==> src/rtl/arb_req_pkg.sv <==
// Shared types and helpers for the requester side of the round-robin
// thermometer arbiter.
package arb_req_pkg;

    // Per-client sequencer state
    typedef enum logic [1:0] {
        IDLE = 2'd0,
        REQ  = 2'd1,
        XFER = 2'd2
    } state_t;

    // Default burst-length field width (bursts of 1..16 beats)
    localparam int DEFAULT_LEN_W = 4;

    // Default starvation counter width (must exceed the timeout range)
    localparam int DEFAULT_CNT_W = 7;

    // Width of the vector accepted by is_onehot0; callers zero-extend
    localparam int ONEHOT_W = 64;

    // True when at most one bit of vec is set
    function automatic logic is_onehot0(input logic [ONEHOT_W-1:0] vec);
        return (vec & (vec - ONEHOT_W'(1))) == '0;
    endfunction

endpackage

==> src/rtl/arb_req_client.sv <==
// One client's request sequencer: waits for a clean grant, then owns the
// shared transfer interface for the full latched burst length. Also keeps
// the per-client starvation counter.
module arb_req_client
    import arb_req_pkg::*;
#(
    parameter int LEN_W   = DEFAULT_LEN_W,
    parameter int CNT_W   = DEFAULT_CNT_W,
    parameter int TIMEOUT = 64
) (
    input  logic             clk,
    input  logic             reset,
    input  logic             src_valid,
    input  logic [LEN_W-1:0] src_len,
    input  logic             lock_busy,
    input  logic             granted,
    output logic             pending,
    output logic             owner,
    output logic             last_beat,
    output logic             starve
);

    localparam logic [CNT_W-1:0] TIMEOUT_C = CNT_W'(TIMEOUT);
    localparam logic [CNT_W-1:0] CNT_MAX   = '1;
    localparam logic [CNT_W-1:0] CNT_ONE   = CNT_W'(1);
    localparam logic [LEN_W-1:0] LEN_ONE   = LEN_W'(1);

    state_t           state_reg;
    logic [LEN_W-1:0] beat_cnt_reg;
    logic [CNT_W-1:0] wait_cnt_reg;

    // Client FSM: IDLE latches the burst, REQ waits and ages, XFER counts beats
    always_ff @(posedge clk) begin
        if (reset) begin
            state_reg    <= IDLE;
            beat_cnt_reg <= '0;
            wait_cnt_reg <= '0;
        end else begin
            case (state_reg)
                IDLE: begin
                    wait_cnt_reg <= '0;
                    if (src_valid) begin
                        state_reg    <= REQ;
                        beat_cnt_reg <= src_len;
                    end
                end
                REQ: begin
                    // A grant only counts when nobody else holds the bus
                    if (granted && !lock_busy) begin
                        state_reg    <= XFER;
                        wait_cnt_reg <= '0;
                    end else if (wait_cnt_reg != CNT_MAX) begin
                        wait_cnt_reg <= wait_cnt_reg + CNT_ONE;
                    end
                end
                XFER: begin
                    // beat_cnt holds beats remaining minus one
                    if (beat_cnt_reg == '0) begin
                        state_reg <= IDLE;
                    end else begin
                        beat_cnt_reg <= beat_cnt_reg - LEN_ONE;
                    end
                end
                default: begin
                    state_reg <= IDLE;
                end
            endcase
        end
    end

    // Status decodes taken straight from the state and counter registers
    always_comb begin
        pending   = (state_reg == REQ);
        owner     = (state_reg == XFER);
        last_beat = (state_reg == XFER) && (beat_cnt_reg == '0);
        starve    = (state_reg == REQ) && (wait_cnt_reg >= TIMEOUT_C);
    end

endmodule

==> src/rtl/arb_requester.sv <==
// Requester-side companion to the round-robin thermometer arbiter. Builds the
// request vector from per-client bursts, locks the request onto the current
// burst owner, sequences beats onto the shared transfer interface and watches
// the arbiter for contract violations.
module arb_requester
    import arb_req_pkg::*;
#(
    parameter int ARBITER_WIDTH = 8,
    parameter int LEN_W         = DEFAULT_LEN_W,
    parameter int TIMEOUT       = 64,
    parameter int CNT_W         = DEFAULT_CNT_W
) (
    input  logic                       clk,
    input  logic                       reset,
    input  logic [ARBITER_WIDTH-1:0]   src_valid,
    input  logic [ARBITER_WIDTH*LEN_W-1:0] src_len,
    output logic [ARBITER_WIDTH-1:0]   src_ready,
    output logic [ARBITER_WIDTH-1:0]   request,
    input  logic [ARBITER_WIDTH-1:0]   grant,
    input  logic                       any_grant,
    output logic                       xfer_valid,
    output logic [ARBITER_WIDTH-1:0]   xfer_sel,
    output logic                       xfer_last,
    output logic [ARBITER_WIDTH-1:0]   starve,
    output logic                       protocol_err
);

    logic [ARBITER_WIDTH-1:0] pending_vec;
    logic [ARBITER_WIDTH-1:0] owner_vec;
    logic [ARBITER_WIDTH-1:0] last_vec;
    logic [ARBITER_WIDTH-1:0] starve_vec;
    logic [ARBITER_WIDTH-1:0] granted_vec;
    logic                     lock_busy;
    logic                     grant_multi;
    logic                     grant_unreq;
    logic                     grant_stray;
    logic                     violation;
    logic                     protocol_err_reg;

    genvar gi;

    // One sequencer per client
    generate
        for (gi = 0; gi < ARBITER_WIDTH; gi++) begin : g_client
            arb_req_client #(
                .LEN_W   (LEN_W),
                .CNT_W   (CNT_W),
                .TIMEOUT (TIMEOUT)
            ) u_client (
                .clk       (clk),
                .reset     (reset),
                .src_valid (src_valid[gi]),
                .src_len   (src_len[gi*LEN_W +: LEN_W]),
                .lock_busy (lock_busy),
                .granted   (granted_vec[gi]),
                .pending   (pending_vec[gi]),
                .owner     (owner_vec[gi]),
                .last_beat (last_vec[gi]),
                .starve    (starve_vec[gi])
            );
        end
    endgenerate

    assign lock_busy = |owner_vec;

    // Lock masking: during a burst only the owner's bit reaches the arbiter
    always_comb begin
        if (lock_busy) begin
            request = owner_vec;
        end else begin
            request = pending_vec;
        end
    end

    // Arbiter contract checks on the grant seen this cycle
    always_comb begin
        grant_multi = !is_onehot0(ONEHOT_W'(grant));
        grant_unreq = |(grant & ~request);
        grant_stray = lock_busy && any_grant && (grant != owner_vec);
        violation   = grant_multi || grant_unreq || grant_stray;
        // A violating cycle never starts a burst; onehot0 plus the per-bit
        // request check leaves at most one clean grant bit
        granted_vec = violation ? '0 : grant;
    end

    // Sticky contract-violation flag, cleared only by reset
    always_ff @(posedge clk) begin
        if (reset) begin
            protocol_err_reg <= 1'b0;
        end else if (violation) begin
            protocol_err_reg <= 1'b1;
        end
    end

    // Shared transfer interface is driven by the single burst owner
    always_comb begin
        xfer_valid   = lock_busy;
        xfer_sel     = owner_vec;
        src_ready    = owner_vec;
        xfer_last    = |last_vec;
        starve       = starve_vec;
        protocol_err = protocol_err_reg;
    end

    // Only one client may own the transfer interface at a time
    a_single_owner: assert property (@(posedge clk) disable iff (reset)
        is_onehot0(ONEHOT_W'(owner_vec)));

    // Liveness from the requester's end: a clean grant to a waiting client
    // always turns into that client's first beat on the next cycle
    generate
        for (gi = 0; gi < ARBITER_WIDTH; gi++) begin : g_live
            a_grant_starts_burst: assert property (@(posedge clk) disable iff (reset)
                (request[gi] && !lock_busy && granted_vec[gi]) |=> xfer_sel[gi]);
            c_client_served: cover property (@(posedge clk) disable iff (reset)
                request[gi] && xfer_sel[gi]);
        end
    endgenerate

endmodule

==> config.mk <==
export PLATFORM = sky130hd
export DESIGN_NAME = arb_requester
export DESIGN_NICKNAME = d
export VERILOG_FILES = /design/src/rtl/arb_req_pkg.sv /design/src/rtl/arb_req_client.sv /design/src/rtl/arb_requester.sv
export SDC_FILE = /design/constraint.sdc
export NUM_CORES = 1
export LEC_CHECK = 0
export ABC_CLOCK_PERIOD_IN_PS = 2500
export BUFFER_PORTS_ARGS = -buffer_cell sky130_fd_sc_hd__buf_2
export CELL_PAD_IN_SITES_DETAIL_PLACEMENT = 1
export CELL_PAD_IN_SITES_GLOBAL_PLACEMENT = 1
export CORE_UTILIZATION = 39
export DETAILED_ROUTE_END_ITERATION = 6
export HOLD_SLACK_MARGIN = 0.15
export PLACE_DENSITY_LB_ADDON = 0.08
export SYNTH_ARGS = -nofsm -noshare
export SYNTH_HDL_FRONTEND = slang
export SYNTH_SLANG_ARGS = --single-unit
==> constraint.sdc <==
create_clock -name clk -period 2.5 [get_ports clk]
set_input_delay 0.375 -clock clk [delete_from_list [all_inputs] [get_ports clk]]
set_output_delay 0.375 -clock clk [all_outputs]
set_load 0.1 [all_outputs]
==> results_dict.tcl <==
set metrics [dict create \
    status "complete, no violations" \
    syn-num-nets 913 \
    synth.distinct_cells 66 \
    n_fill_cell 2020 \
    hold_start "src_valid[5]" \
    synth_area_um2 6420 \
    drive_above_1_share_pct 27.5 \
    reg2reg_depth 10 \
    ant_nets 0 \
    rsz0062_at_grt "true" \
    hold_path_end "g_client[5].u_client.state_reg[0]" \
    hold_slack_ns 0.294 \
    fin_crit_ns 2.46 \
    drc 0 \
    worst_slew_pin_slew_ns 0.935 \
    synth_cells 839 \
    post-route-period-util_pct 98.5 \
    yosysWarnings 0 \
    place.gp.congestion 0.827 \
    n_antenna_cell 0 \
    clock-sinks 105 \
    sw_frac_of_total_pct 28.9 \
    fp.dieH_um 130 \
    std_cell_rows 46 \
    clk_latency_ns 0.36 \
    cp.required_ns 2.72 \
    fmax_mhz 406 \
    grt_pass1_wl_mm 33.0 \
    vias 6687 \
    synth_edf_count 0 \
    port_buffers 85 \
    slew_viol_final 0 \
    htree_levels 3 \
    path_class "reg2reg" \
    grt_pass1_vias 6931 \
    routedWlPerCell_um 17.1 \
    crit_top_cell "buf_4" \
    area_growth_pct 31.4 \
    slowest_stage "a2111oi_0" \
    drtIter0Drc 257 \
    cts_tree "yes" \
    setup_ws_ns 0.0381 \
    hpwl_mm 15.5 \
    finish.net_count 1065 \
    critPathMaxStageDelay_ns 0.47 \
    design.core.area_um2 16000 \
    p_total_uw 3920 \
    r2r-end "g_client[0].u_client.state_reg[0]" \
    relSlewSlack_pct 37.3 \
    power_density_nw_per_um2 465 \
    ctsHoldBuffers 0 \
    comb_power_share_pct 18.7 \
    die_w_um 130 \
    largest_reg_flops 56 \
    async_flop_share_pct 0 \
    end_kind "flop" \
    cap_violations 0 \
    grt_usage_pct 24.7 \
    p_seq_share_pct 45.2 \
    ios 86 \
    cp_max_fo 11 \
    ys_seq_area_share_pct 32.7 \
    wl_mm 20.7 \
    p_sw_uw 1130 \
    crit_chain "nand2b_1 > buf_4 > nand2_1 > a31oi_1 > buf_4 > nor3_4 > buf_12 > buf_4 > and3b_1 > a2111oi_0" \
    dieArea_um2 17000 \
    hold_viol 0 \
    ir_drop_mv 0.341 \
    clk_pin_slew_ns 0.07 \
    p_int_uw 2790 \
    pre_cts_slack_ns -0.329 \
    vias_per_cell 5.53 \
    numCtsBuffers 9 \
    setup_viol 0 \
    hp-class "in2reg" \
    grt_max_degree 32 \
    critPathLaunchType "flop" \
    clock_skew_ns 0.00917 \
    antenna_found_initial 0 \
    whs_path_depth 3 \
    power.leakage_uw 0.00347 \
    clockBufferDepth 2 \
    r2r-start "g_client[5].u_client.state_reg[0]" \
    worstPathArrival_ns 2.68 \
    synth-main-ff-cell "dfxtp_1" \
    overflow 0 \
    cts_root_buf "clkbuf_16" \
    ys_ff_latch 105 \
    reg2reg_slack_ns 0.04 \
    pwr-share-clk_pct 36.0 \
    firstDrtPassIters 4 \
    synth_area_per_cell_um2 7.65 \
    start_util_pct 40.1 \
]
==> power groups by stage <==
stage	Combinational (uW)	Clock, uW	Sequential, uW
after global routing	801	1520	1780
after detailed placement	687	0	1810
after floorplan	400	0	1810
final	734	1410	1770
after global placement	660	0	1810
after CTS	700	1450	1770
==> worst max-delay path, delay by kind of cell (launching register included) <==
kind | cells | cell delay (ns)
buf+inv | 4 | 0.70
compound gates | 2 | 0.69
simple gates | 4 | 0.58
flops | 1 | 0.34
==> per-stage QoR <==
step	setup TNS [ns]	instance area, um2	util (%)	std cells
floorplan	-0.856	6550	-	839
CTS	-0.0182	8100	50.6	1193
detailed placement	-11.00	7730	48.3	1179
global route	-1.40	8440	52.7	1209
finish	0	8440	52.7	1209
global placement	-8.36	7730	48.3	1179
==> synth_stat cells (all sizes together) (3+ instances only) <==
master / instances / share of area (%)
a2111oi: 5 / 0.70
o21ba: 4 / 0.62
a221oi: 9 / 1.2
nor2b: 14 / 1.4
a311oi: 3 / 0.41
a21oi: 38 / 3.3
clkbuf: 19 / 1.1
nand2: 52 / 3.0
a31oi: 11 / 1.1
nand4: 7 / 1.1
nor3: 27 / 2.3
o211ai: 14 / 1.6
a22o: 12 / 1.6
dfxtp: 105 / 33
ha: 23 / 4.5
o221ai: 3 / 0.41
nand3: 44 / 3.4
a22oi: 18 / 2.2
nor3b: 5 / 0.58
buf: 29 / 3.4
o21ai: 74 / 5.8
o21bai: 4 / 0.58
and2: 10 / 0.97
mux2i: 6 / 0.94
nor2: 113 / 6.6
inv: 70 / 4.1
nor4: 19 / 2.6
xnor2: 16 / 2.2
nand3b: 11 / 1.3
o22ai: 6 / 0.58
and3: 12 / 1.2
nand2b: 19 / 1.9
a211oi: 14 / 1.6
==> metal layers <==
layer  share of wire [%]  up-vias  routed length (um)  GRT usage, %
met5                   0        -                   0             0
met4                 2.7        0                 559          9.17
met3                 3.2       35                 654          3.90
met2                  50      123               10300          43.9
met1                  44     3261                9150          29.8
li1                    -     3268                   -             -
==> how the worst max path moves through the flow <==
stage,start,to,slack [ns]
2_1_floorplan,grant[0],g_client[3].u_client.wait_cnt_reg[4],-0.07
3_3_place_gp,grant[3],g_client[0].u_client.wait_cnt_reg[6],-0.28
3_5_place_dp,grant[3],g_client[0].u_client.wait_cnt_reg[6],-0.33
4_1_cts,g_client[1].u_client.state_reg[0],g_client[4].u_client.wait_cnt_reg[5],-0.02
5_1_grt,g_client[5].u_client.state_reg[0],g_client[5].u_client.wait_cnt_reg[5],-0.08
6_report,g_client[5].u_client.state_reg[0],g_client[0].u_client.state_reg[0],0.04
==> cells by family after synthesis <==
logic type / share of synthesized area, %
buf+inv: 8.73
simple gates: 27.4
xor+xnor: 2.32
flops: 32.7
compound gates: 23.2
fa+ha+maj: 4.64
mux: 0.935
==> layout by cell type (no fill, tap or decap), types with 5 or more instances in the layout <==
| master | instances |
|---|---|
| nor2_1 | 111 |
| dfxtp_1 | 101 |
| buf_4 | 95 |
| buf_2 | 76 |
| o21ai_0 | 65 |
| inv_1 | 64 |
| nand2_1 | 52 |
| nand3_1 | 44 |
| a21oi_1 | 33 |
| nor3_1 | 25 |
| ha_1 | 23 |
| a22oi_1 | 17 |
| xnor2_1 | 16 |
| nor2b_1 | 14 |
| o211ai_1 | 14 |
| a211oi_1 | 13 |
| nand2b_1 | 12 |
| a22o_1 | 12 |
| and3_1 | 12 |
| buf_12 | 12 |
| nand3b_1 | 11 |
| and2_1 | 10 |
| o21ai_1 | 9 |
| clkbuf_16 | 9 |
| nor4_1 | 8 |
| a221oi_1 | 8 |
| nand2b_4 | 7 |
| nor4_2 | 7 |
| a31oi_1 | 7 |
| mux2i_1 | 6 |
| buf_6 | 6 |
| o22ai_1 | 5 |
==> layout make-up <==
type                            instances  area, um2  area share (%)
Clock buffer                            9        225            2.67
Clock inverter                          4       47.5           0.564
Inverter                               72        288            3.41
Multi-Input combinational cell        614       4100            48.6
Sequential cell                       105       2110            25.0
Tap cell                              216        270            3.20
Timing Repair Buffer                  189       1400            16.6
==> timing repair <==
| action | in CTS | in global routing |
|---|---|---|
| pin swaps | 7 | 14 |
| setup buffers | 1 | 16 |
| setup endpoints to repair | 51 | 64 |
| gates resized for setup | 16 | 43 |
Power figures use the tool's default switching activity.
